<file path="src/rtl/lcd_pkg.sv">
// Shared types and constants for the HD44780-style LCD write interface.
// Bit positions refer to the 32-bit LCD register written by the load/store unit.
package lcd_pkg;

  typedef enum logic [2:0] {
    ST_IDLE  = 3'd0,
    ST_SETUP = 3'd1,
    ST_PULSE = 3'd2,
    ST_HOLD  = 3'd3,
    ST_EXEC  = 3'd4
  } lcd_state_e;

  localparam int BIT_ON   = 31;
  localparam int BIT_GO   = 10;
  localparam int BIT_RS   = 9;
  localparam int DATA_MSB = 7;
  localparam int DATA_LSB = 0;

  localparam logic [7:0] OP_CLR  = 8'h01;
  localparam logic [7:0] OP_HOME = 8'h02;

  localparam int DEF_T_SETUP = 4;
  localparam int DEF_T_PULSE = 12;
  localparam int DEF_T_HOLD  = 2;
  localparam int DEF_T_EXEC  = 2000;
  localparam int DEF_T_LONG  = 82000;

  localparam int CNT_W = 17;

  // Clear and home need the long execution wait; everything else is short.
  function automatic logic is_long_cmd(input logic rs, input logic [7:0] data);
    return !rs && ((data == OP_CLR) || (data == OP_HOME));
  endfunction

endpackage

</file>
<file path="src/rtl/lcd_timer.sv">
// Shared phase down-counter: loads (length - 1) on each state entry and
// flags expiry when it reaches zero.
module lcd_timer
  import lcd_pkg::*;
(
  input  logic             clk_i,
  input  logic             rst_n_i,
  input  logic             load_i,
  input  logic [CNT_W-1:0] load_val_i,
  output logic             expired_o
);

  logic [CNT_W-1:0] cnt_q, cnt_d;

  always_comb begin
    cnt_d = cnt_q;
    if (load_i) begin
      cnt_d = load_val_i;
    end else if (cnt_q != '0) begin
      cnt_d = cnt_q - 1'b1;
    end
  end

  always_ff @(posedge clk_i or negedge rst_n_i) begin
    if (!rst_n_i) begin
      cnt_q <= '0;
    end else begin
      cnt_q <= cnt_d;
    end
  end

  assign expired_o = (cnt_q == '0);

endmodule

</file>
<file path="src/rtl/lcd_if.sv">
// Write-only character LCD bus sequencer: setup / EN pulse / hold / busy wait,
// with a one-entry pending slot and a sticky overflow flag.
module lcd_if
  import lcd_pkg::*;
#(
  parameter int T_SETUP = DEF_T_SETUP,
  parameter int T_PULSE = DEF_T_PULSE,
  parameter int T_HOLD  = DEF_T_HOLD,
  parameter int T_EXEC  = DEF_T_EXEC,
  parameter int T_LONG  = DEF_T_LONG
) (
  input  logic        clk_i,
  input  logic        rst_n_i,
  input  logic [31:0] lcd_reg_i,
  output logic        lcd_on_o,
  output logic        lcd_rs_o,
  output logic        lcd_rw_o,
  output logic        lcd_en_o,
  output logic [7:0]  lcd_data_o,
  output logic        done_o,
  output logic [31:0] status_o
);

  localparam logic [CNT_W-1:0] LD_SETUP = CNT_W'(T_SETUP - 1);
  localparam logic [CNT_W-1:0] LD_PULSE = CNT_W'(T_PULSE - 1);
  localparam logic [CNT_W-1:0] LD_HOLD  = CNT_W'(T_HOLD - 1);
  localparam logic [CNT_W-1:0] LD_EXEC  = CNT_W'(T_EXEC - 1);
  localparam logic [CNT_W-1:0] LD_LONG  = CNT_W'(T_LONG - 1);

  lcd_state_e state_q, state_d;
  logic       go_prev_q, on_q, en_q;
  logic       rs_q, rs_d, long_q, long_d;
  logic [7:0] data_q, data_d;
  logic       pend_q, pend_d, pend_rs_q, pend_rs_d, ovf_q, ovf_d;
  logic [7:0] pend_data_q, pend_data_d;

  logic             load, expired, done, launch, launch_rs;
  logic [CNT_W-1:0] load_val;
  logic [7:0]       launch_data;

  logic       req, req_rs;
  logic [7:0] req_data;
  logic       unused_reg_bits;

  assign req      = lcd_reg_i[BIT_GO] & ~go_prev_q;
  assign req_rs   = lcd_reg_i[BIT_RS];
  assign req_data = lcd_reg_i[DATA_MSB:DATA_LSB];
  assign unused_reg_bits = ^{lcd_reg_i[30:11], lcd_reg_i[8]};

  lcd_timer u_timer (
    .clk_i      (clk_i),
    .rst_n_i    (rst_n_i),
    .load_i     (load),
    .load_val_i (load_val),
    .expired_o  (expired)
  );

  always_comb begin
    state_d     = state_q;
    rs_d        = rs_q;
    data_d      = data_q;
    long_d      = long_q;
    pend_d      = pend_q;
    pend_rs_d   = pend_rs_q;
    pend_data_d = pend_data_q;
    ovf_d       = ovf_q;
    load        = 1'b0;
    load_val    = '0;
    done        = 1'b0;
    launch      = 1'b0;
    launch_rs   = req_rs;
    launch_data = req_data;

    case (state_q)
      ST_IDLE: begin
        if (req) begin
          launch = 1'b1;
          ovf_d  = 1'b0;
        end
      end
      ST_SETUP: begin
        if (expired) begin
          state_d  = ST_PULSE;
          load     = 1'b1;
          load_val = LD_PULSE;
        end
      end
      ST_PULSE: begin
        if (expired) begin
          state_d  = ST_HOLD;
          load     = 1'b1;
          load_val = LD_HOLD;
        end
      end
      ST_HOLD: begin
        if (expired) begin
          state_d  = ST_EXEC;
          load     = 1'b1;
          load_val = long_q ? LD_LONG : LD_EXEC;
        end
      end
      ST_EXEC: begin
        if (expired) begin
          done = 1'b1;
          if (pend_q) begin
            // Pending entry goes first; a same-cycle request refills the slot.
            launch      = 1'b1;
            launch_rs   = pend_rs_q;
            launch_data = pend_data_q;
            pend_d      = req;
            if (req) begin
              pend_rs_d   = req_rs;
              pend_data_d = req_data;
            end
          end else if (req) begin
            launch = 1'b1;
          end else begin
            state_d = ST_IDLE;
          end
        end
      end
      default: state_d = ST_IDLE;
    endcase

    if (req && (state_q != ST_IDLE) && !((state_q == ST_EXEC) && expired)) begin
      if (!pend_q) begin
        pend_d      = 1'b1;
        pend_rs_d   = req_rs;
        pend_data_d = req_data;
      end else begin
        ovf_d = 1'b1;
      end
    end

    if (launch) begin
      state_d  = ST_SETUP;
      load     = 1'b1;
      load_val = LD_SETUP;
      rs_d     = launch_rs;
      data_d   = launch_data;
      long_d   = is_long_cmd(launch_rs, launch_data);
    end
  end

  always_ff @(posedge clk_i or negedge rst_n_i) begin
    if (!rst_n_i) begin
      state_q     <= ST_IDLE;
      go_prev_q   <= 1'b1;
      on_q        <= 1'b0;
      en_q        <= 1'b0;
      rs_q        <= 1'b0;
      data_q      <= 8'h00;
      long_q      <= 1'b0;
      pend_q      <= 1'b0;
      pend_rs_q   <= 1'b0;
      pend_data_q <= 8'h00;
      ovf_q       <= 1'b0;
    end else begin
      state_q     <= state_d;
      go_prev_q   <= lcd_reg_i[BIT_GO];
      on_q        <= lcd_reg_i[BIT_ON];
      en_q        <= (state_d == ST_PULSE);
      rs_q        <= rs_d;
      data_q      <= data_d;
      long_q      <= long_d;
      pend_q      <= pend_d;
      pend_rs_q   <= pend_rs_d;
      pend_data_q <= pend_data_d;
      ovf_q       <= ovf_d;
    end
  end

  assign lcd_on_o   = on_q;
  assign lcd_rs_o   = rs_q;
  assign lcd_rw_o   = 1'b0;
  assign lcd_en_o   = en_q;
  assign lcd_data_o = data_q;
  assign done_o     = done;
  assign status_o   = {29'b0, ovf_q, pend_q, (state_q != ST_IDLE)};

endmodule

</file>
<file path="config.mk">
export PLATFORM = sky130hd
export DESIGN_NAME = lcd_if
export DESIGN_NICKNAME = d
export VERILOG_FILES = /design/src/rtl/lcd_pkg.sv /design/src/rtl/lcd_timer.sv /design/src/rtl/lcd_if.sv
export SDC_FILE = /design/constraint.sdc
export NUM_CORES = 1
export LEC_CHECK = 0
export ABC_AREA = 1
export CAP_MARGIN = 20
export CORE_ASPECT_RATIO = 0.5
export CORE_MARGIN = 1.5
export CORE_UTILIZATION = 45
export CTS_BUF_LIST = sky130_fd_sc_hd__clkbuf_8 sky130_fd_sc_hd__clkbuf_16
export DETAILED_ROUTE_END_ITERATION = 10
export GPL_TIMING_DRIVEN = 0
export HOLD_SLACK_MARGIN = 0.05
export PLACE_DENSITY = 0.76
export SYNTH_ARGS = -nofsm -noshare
export SYNTH_HDL_FRONTEND = slang
export SYNTH_SLANG_ARGS = --single-unit
</file>
<file path="constraint.sdc">
create_clock -name clk_i -period 3 [get_ports clk_i]
set_clock_uncertainty 0.2 [all_clocks]
set_input_delay 0.9 -clock clk_i [delete_from_list [all_inputs] [get_ports clk_i]]
set_output_delay 0.9 -clock clk_i [all_outputs]
set_load 0.1 [all_outputs]
</file>
==> impl_table.tex <==
\begin{tabular}{lr}
\hline
Metric & Value \\
\hline
\multicolumn{2}{l}{\textbf{Run status}} \\
\quad Status & completed \\
\multicolumn{2}{l}{\textbf{Routing}} \\
\quad First drt pass iteration count & 4 \\
\quad Remaining routing DRC violations & 0 \\
\quad Post-detailed-route via-to-cell ratio & between 4 and 5 \\
\quad Wirelength per Cell & 11.0 µm \\
\quad WL final & approximately 5.5 mm \\
\quad Violation count after the first detailed-routing iteration & between 80 and 90 \\
\quad Post-DRT Antenna Nets & 0 \\
\quad Via Count & roughly 2300 \\
\multicolumn{2}{l}{\textbf{Hold path}} \\
\quad Worst Hold Class & primary input to async pin \\
\multicolumn{2}{l}{\textbf{Logic synthesis}} \\
\quad Cell type contributing the most total cell area after synthesis & sky130\_fd\_sc\_hd\_\_dfrtp\_1 \\
\quad Area share of the largest cell type after synthesis & 0.390 \\
\quad Largest cells by area after synthesis & sky130\_fd\_sc\_hd\_\_dfrtp\_1, sky130\_fd\_sc\_hd\_\_nand2\_1, sky130\_fd\_sc\_hd\_\_buf\_4, sky130\_fd\_sc\_hd\_\_inv\_1, sky130\_fd\_sc\_hd\_\_nor2\_1 \\
\quad Mean instance size in the synthesized netlist & between 7 and 8 µm² \\
\quad Sequential cell area fraction in the yosys report & 0.400 \\
\quad Synthesized flop and latch total & 44 \\
\quad Distinct cells, synth & 39 \\
\quad Yosys warning count & 0 \\
\quad Cells after synthesis & 359 \\
\quad Netlist area before placement & between 2000 and 3000 µm² \\
\multicolumn{2}{l}{\textbf{Floorplanning}} \\
\quad Horizontal die dimension & 114 µm \\
\quad Floorplan die area & around 6600 µm² \\
\quad Effective utilization at floorplan & 0.485 \\
\quad Core region area & about 5700 µm² \\
\quad Number of I/O pins & 79 \\
\quad Vert. Die Dim & around 58 µm \\
\quad FP Rows & 19 \\
\multicolumn{2}{l}{\textbf{Clock network}} \\
\quad Clock tree root buffer cell & sky130\_fd\_sc\_hd\_\_clkbuf\_16 \\
\quad Post-CTS Hold Buffers & 0 \\
\quad Num CTS Buffers & 5 \\
\quad Worst-Skew Late Latency & 0.29 ns \\
\quad Clk slew on worst S/H paths & around 0.060 ns \\
\quad TritonCTS clock tree & done \\
\quad Clk buf depth & 2 \\
\quad Number of clock sinks seen by CTS & 44 \\
\quad H-tree Lvls & 2 \\
\multicolumn{2}{l}{\textbf{GRT}} \\
\quad Maximum number of pins on one net before global-route repair & 37 \\
\quad Via count of the first global-routing pass & between 2000 and 2500 \\
\quad GR Util All Layers & 0.177 \\
\quad Global-route wire length before repair & about 9 mm \\
\quad Antenna violations before repair & 0 \\
\quad Total congestion overflow & 0 \\
\multicolumn{2}{l}{\textbf{Finish}} \\
\quad Area growth from synthesis to layout & 24.5\% \\
\quad Fraction of final layout cells sized beyond drive strength 1 & 0.188 \\
\quad Fin nets & 460 \\
\quad Filler instances & 509 \\
\quad Leading cell type in the layout, fill and taps excluded & sky130\_fd\_sc\_hd\_\_nand2\_1 \\
\quad \# diodes & 0 \\
\quad Commonest non-fill, non-tap cells in the layout & sky130\_fd\_sc\_hd\_\_nand2\_1, sky130\_fd\_sc\_hd\_\_inv\_1, sky130\_fd\_sc\_hd\_\_dfrtp\_1 \\
\multicolumn{2}{l}{\textbf{Pwr}} \\
\quad Post-layout power & 3.13 mW \\
\quad Proportion of total power due to net switching & 0.493 \\
\quad Maximum vdd drop & between 0.5 and 0.6 mV \\
\quad Part of the power in registers & 0.297 \\
\quad Internal power & 1.58 mW \\
\quad Switching power of the nets & $\sim$1.5 mW \\
\quad Leakage power total & around 1.8 nW \\
\quad Part of the total power dissipated in the clock network & 0.199 \\
\quad PwrDens & around 910 nW/µm² \\
\quad Comb pwr share & 0.505 \\
\multicolumn{2}{l}{\textbf{Placed design}} \\
\quad Final estimated routing congestion in global placement & between 0.8 and 0.9 \\
\quad Port Buffers & 27 \\
\quad Dpl ws & -0.688 ns \\
\quad DPL Wire Length & 4.03 mm \\
\multicolumn{2}{l}{\textbf{Job}} \\
\quad Max-cap violations & 0 \\
\multicolumn{2}{l}{\textbf{STA}} \\
\quad Post-layout worst setup margin & 0.0223 ns \\
\quad Total negative setup slack & 0 ns \\
\quad RSZ-0062 raised after global routing & false \\
\quad Slew headroom & 0.349 \\
\quad Transition time of the tightest slew-check pin & just under 1 ns \\
\quad Period minus WS final & around 3.0 ns \\
\quad Hold violation total from the final report & 0 \\
\quad Count of final max-slew check failures & 0 \\
\quad Final worst-path cycle share & 0.993 \\
\quad Number of setup violations in the final report & 0 \\
\quad Maximum clock frequency & roughly 340 MHz \\
\multicolumn{2}{l}{\textbf{Setup path}} \\
\quad Nature of the critical path endpoint & output port \\
\quad Crit-path max FO & 2 \\
\quad Worst Setup Path Type & register to output port \\
\quad Arrival time worst endpoint & 1.88 ns \\
\quad Required time of the critical path & 1.90 ns \\
\quad Startpoint type of the worst setup path & register \\
\hline
\end{tabular}
[what timing repair did]
action                     CTS  global route
setup endpoints to repair    2             2
buffers inserted             0             1
resized for setup           10             5
pin swaps                    0             1
[layout make-up]
class | count | area (µm²) | area share
Clock buffer | 5 | 125 | 0.0364
Buffer | 37 | 277 | 0.0805
Timing Repair Buffer | 29 | 298 | 0.0867
Tap cell | 73 | 91.3 | 0.0266
Clock inverter | 3 | 42.5 | 0.0124
Sequential cell | 44 | 1100 | 0.321
Inverter | 60 | 225 | 0.0656
Multi-Input combinational cell | 247 | 1270 | 0.371
[layer usage]
metal  up-vias  GRT usage  part of all wire
met1      1034      0.231              0.47
met4         0     0.0554            0.0099
met3         5     0.0330             0.060
met2        66      0.306              0.46
li1       1193          -                 -
met5         -          0                 0
[state kept, by name (all words and copies together), names as in the netlist, 3 cells and up]
register / cells
u_timer.cnt_q: 17
lcd_data_o: 8
state_q: 3
pend_data_q: 8
[cell families after synthesis]
kind of cell / synth area share
adders and majority gates: 0.00907
DFF: 0.400
and+or+nand+nor: 0.286
other: 0.00136
buffers and inverters: 0.182
AOI/OAI and AO/OA: 0.0935
xor gates and xnor gates: 0.0286
[synthesized netlist by cell type, drive strengths merged]
master,n
nand2,86
inv,60
dfrtp,43
nor2,40
buf,36
o21ai,29
nand3,20
nor3,11
xor2,7
a21oi,4
nand4,4
ha,2
nor4,2
o211ai,2
o22ai,2
xnor2,2
a211oi,1
a21boi,1
a22oi,1
a31oi,1
clkbuf,1
conb,1
dfstp,1
o21a,1
or2,1
[worst max-delay path, cell delays in order, from the launching register on]
cell,delay [ns]
sky130_fd_sc_hd__dfrtp_1,0.37
sky130_fd_sc_hd__buf_4,0.11
sky130_fd_sc_hd__clkdlybuf4s50_1,1.11
[metrics by stage]
stage                     area (µm²)   util  hold WS (ns)  cells
after CTS                       3420  0.602         0.264    497
after global placement          3230  0.568         0.274    488
after floorplan                 2870      -         0.254    388
after global routing            3430  0.604         0.271    498
final                           3430  0.604         0.262    498
after detailed placement        3240  0.571         0.278    489
[power groups by stage]
stage | Sequential (mW) | Combinational (mW) | Clock (mW)
global route | 0.950 | 1.71 | 0.657
global placement | 0.929 | 1.55 | 0
detailed placement | 0.935 | 1.57 | 0
finish | 0.928 | 1.58 | 0.622
CTS | 0.926 | 1.57 | 0.628
floorplan | 1.33 | 0.868 | 0
[worst paths after layout]
path                            cells past startpoint  slack, ns                          from                  endpoint
worst max-delay path                                2       0.02               ovf_q$_DFF_PN0_               status_o[2]
worst min-delay path                                1       0.26                       rst_n_i  pend_data_q[1]$_DFF_PN0_
worst max register to register                     15       0.74  u_timer.cnt_q[1]$_DFFE_PN0P_        long_q$_DFFE_PN0P_
worst min register to register                      2       0.29          lcd_rs_o$_DFFE_PN0P_      lcd_rs_o$_DFFE_PN0P_
max in group asynchronous                           2       1.83                       rst_n_i       go_prev_q$_DFF_PN1_
min in group clk_i                                  2       0.29          lcd_rs_o$_DFFE_PN0P_      lcd_rs_o$_DFFE_PN0P_
No activity file was read; power rests on OpenSTA's default activity.
==> edit, RTL diff (same settings) <==
Set the package constant `CNT_W` to 19 (it was 17).
--- a/src/rtl/lcd_pkg.sv
+++ b/src/rtl/lcd_pkg.sv
@@ -27,3 +27,3 @@
 
-  localparam int CNT_W = 17;
+  localparam int CNT_W = 19;
 
Function: no difference found for any inputs over 10 cycles, from zero or initial values and one cycle with rst_n_i low; that may be too few to reach the edited logic, so the function may still have changed.
==> edit against the unedited design <==
  * Maximum frequency rose by 1.5%
  * Worst setup slack better by 45 ps
  * Combinational power is 25% higher
  * Total power is 14% higher
  * Sequential share of layout area grew 0.88 points
  * Sequential cell count is 2 higher
  * Highest routed layer unchanged
  * Global-route usage grew 0.78 points
  * Via count is 1.4% higher
  * Count of clock-buffer cells in the layout up 1
  * Cell area grew 1.7%
  * Routed wire length rose by 8.6%
  * Synthesized area grew 1.2%
==> edit: results (changes against the unedited design) <==
----------------------------------------------------
[Cells and area]
  Max FFs per register ... 19 (was 17)
  Combined area of the multi-input logic cells ... 1330 um2 (was 1270 um2)
  Number of fill cells ... 549 (was 509)
  Layout cell share with drive strength beyond 1 ... 20.6% (was 18.8%)
  Final layout net count ... 452 (was 460)

[Outcome]
  Run status ... complete, no violations (unchanged)

[Power]
  Power dissipated by switching net loads ... 0.00181 W (was 0.00154 W)

[Route]
  Final wirelength ... 5.93 mm (was 5.46 mm)
  Routed met1 length ... 2.72 mm (was 2.59 mm)
  Routed wire length on met2 ... 2.90 mm (was 2.49 mm)
  Detailed route wirelength on metal3 ... 274 um (was 329 um)

[GRT]
  Vias in the first global route ... 2143 (was 2052)
  Met2 layer usage reported by global route ... 32.0% (was 30.6%)
  Largest net degree at the start of global routing ... 39 (was 37)
  Global routing met1 resource utilization ... 24.2% (was 23.1%)
  Met3 demand-to-capacity share in global routing ... 3.81% (was 3.30%)

[Placement]
  Hpwl dp ... 4.29 mm (was 4.03 mm)
  Post-placement cell area ... 3300 um2 (was 3240 um2)
  Routability Congestion ... 0.799 (was 0.839)

[Logic synthesis]
  Sequential cell area fraction in the yosys report ... 41.3% (was 40.0%)
  Leading cell types by total area after synthesis ... sky130_fd_sc_hd__dfrtp_1 (40%), sky130_fd_sc_hd__nand2_1 (11%), sky130_fd_sc_hd__buf_4 (8.6%), sky130_fd_sc_hd__inv_1 (4.7%), sky130_fd_sc_hd__o21ai_0 (3.9%) (was sky130_fd_sc_hd__dfrtp_1 (39%), sky130_fd_sc_hd__nand2_1 (11%), sky130_fd_sc_hd__buf_4 (8.7%), sky130_fd_sc_hd__inv_1 (7.5%), sky130_fd_sc_hd__nor2_1 (3.8%))
  Distinct cells, synth ... 40 (was 39)
  Most frequent cells after synthesis ... sky130_fd_sc_hd__nand2_1 (83), sky130_fd_sc_hd__dfrtp_1 (45), sky130_fd_sc_hd__inv_1 (35) (was sky130_fd_sc_hd__nand2_1 (81), sky130_fd_sc_hd__inv_1 (55), sky130_fd_sc_hd__dfrtp_1 (43))

[Timing]
  Maximum achievable frequency ... 341 MHz (was 336 MHz)

[Setup path]
  FF-to-FF path depth ... 12 (was 15)
  Register-to-register setup slack ... 520 ps (was 740 ps)
  Reg-to-reg critical path startpoint ... u_timer.cnt_q[0] (was u_timer.cnt_q[1])

[Clocking]
  Post-CTS sizing ... 12 (was 10)

----------------------------------------------------
## edit: power groups by stage
stage	logic, W	clock network (W)	registers (W)
floorplan	0.00114	0	0.00145
global placement	0.00190	0	0.00103
detailed placement	0.00195	0	0.00104
CTS	0.00196	0.000561	0.00103
global route	0.00211	0.000589	0.00106
finish	0.00197	0.000550	0.00103
## edit: logic make-up after synthesis
group,synth area share [%]
fa+ha+maj,0.448
simple gates,29.3
compound gates,10.8
other cells,0.134
buf+inv,15.1
xor+xnor,2.82
flops,41.3
## edit: per-stage QoR
stage	setup TNS, ps	std cells
final	0	506
after global routing	0	506
after CTS	-97.8	501
after detailed placement	-765	493
after global placement	-24910	492
after floorplan	0	377
## edit: area by class of cell
class | count | share of cell area (%)
Multi-Input combinational cell | 255 | 38.0
Sequential cell | 46 | 33.0
Timing Repair Buffer | 33 | 9.53
Buffer | 37 | 7.92
Inverter | 39 | 4.19
Clock buffer | 6 | 3.98
Tap cell | 88 | 3.15
Clock inverter | 2 | 0.251
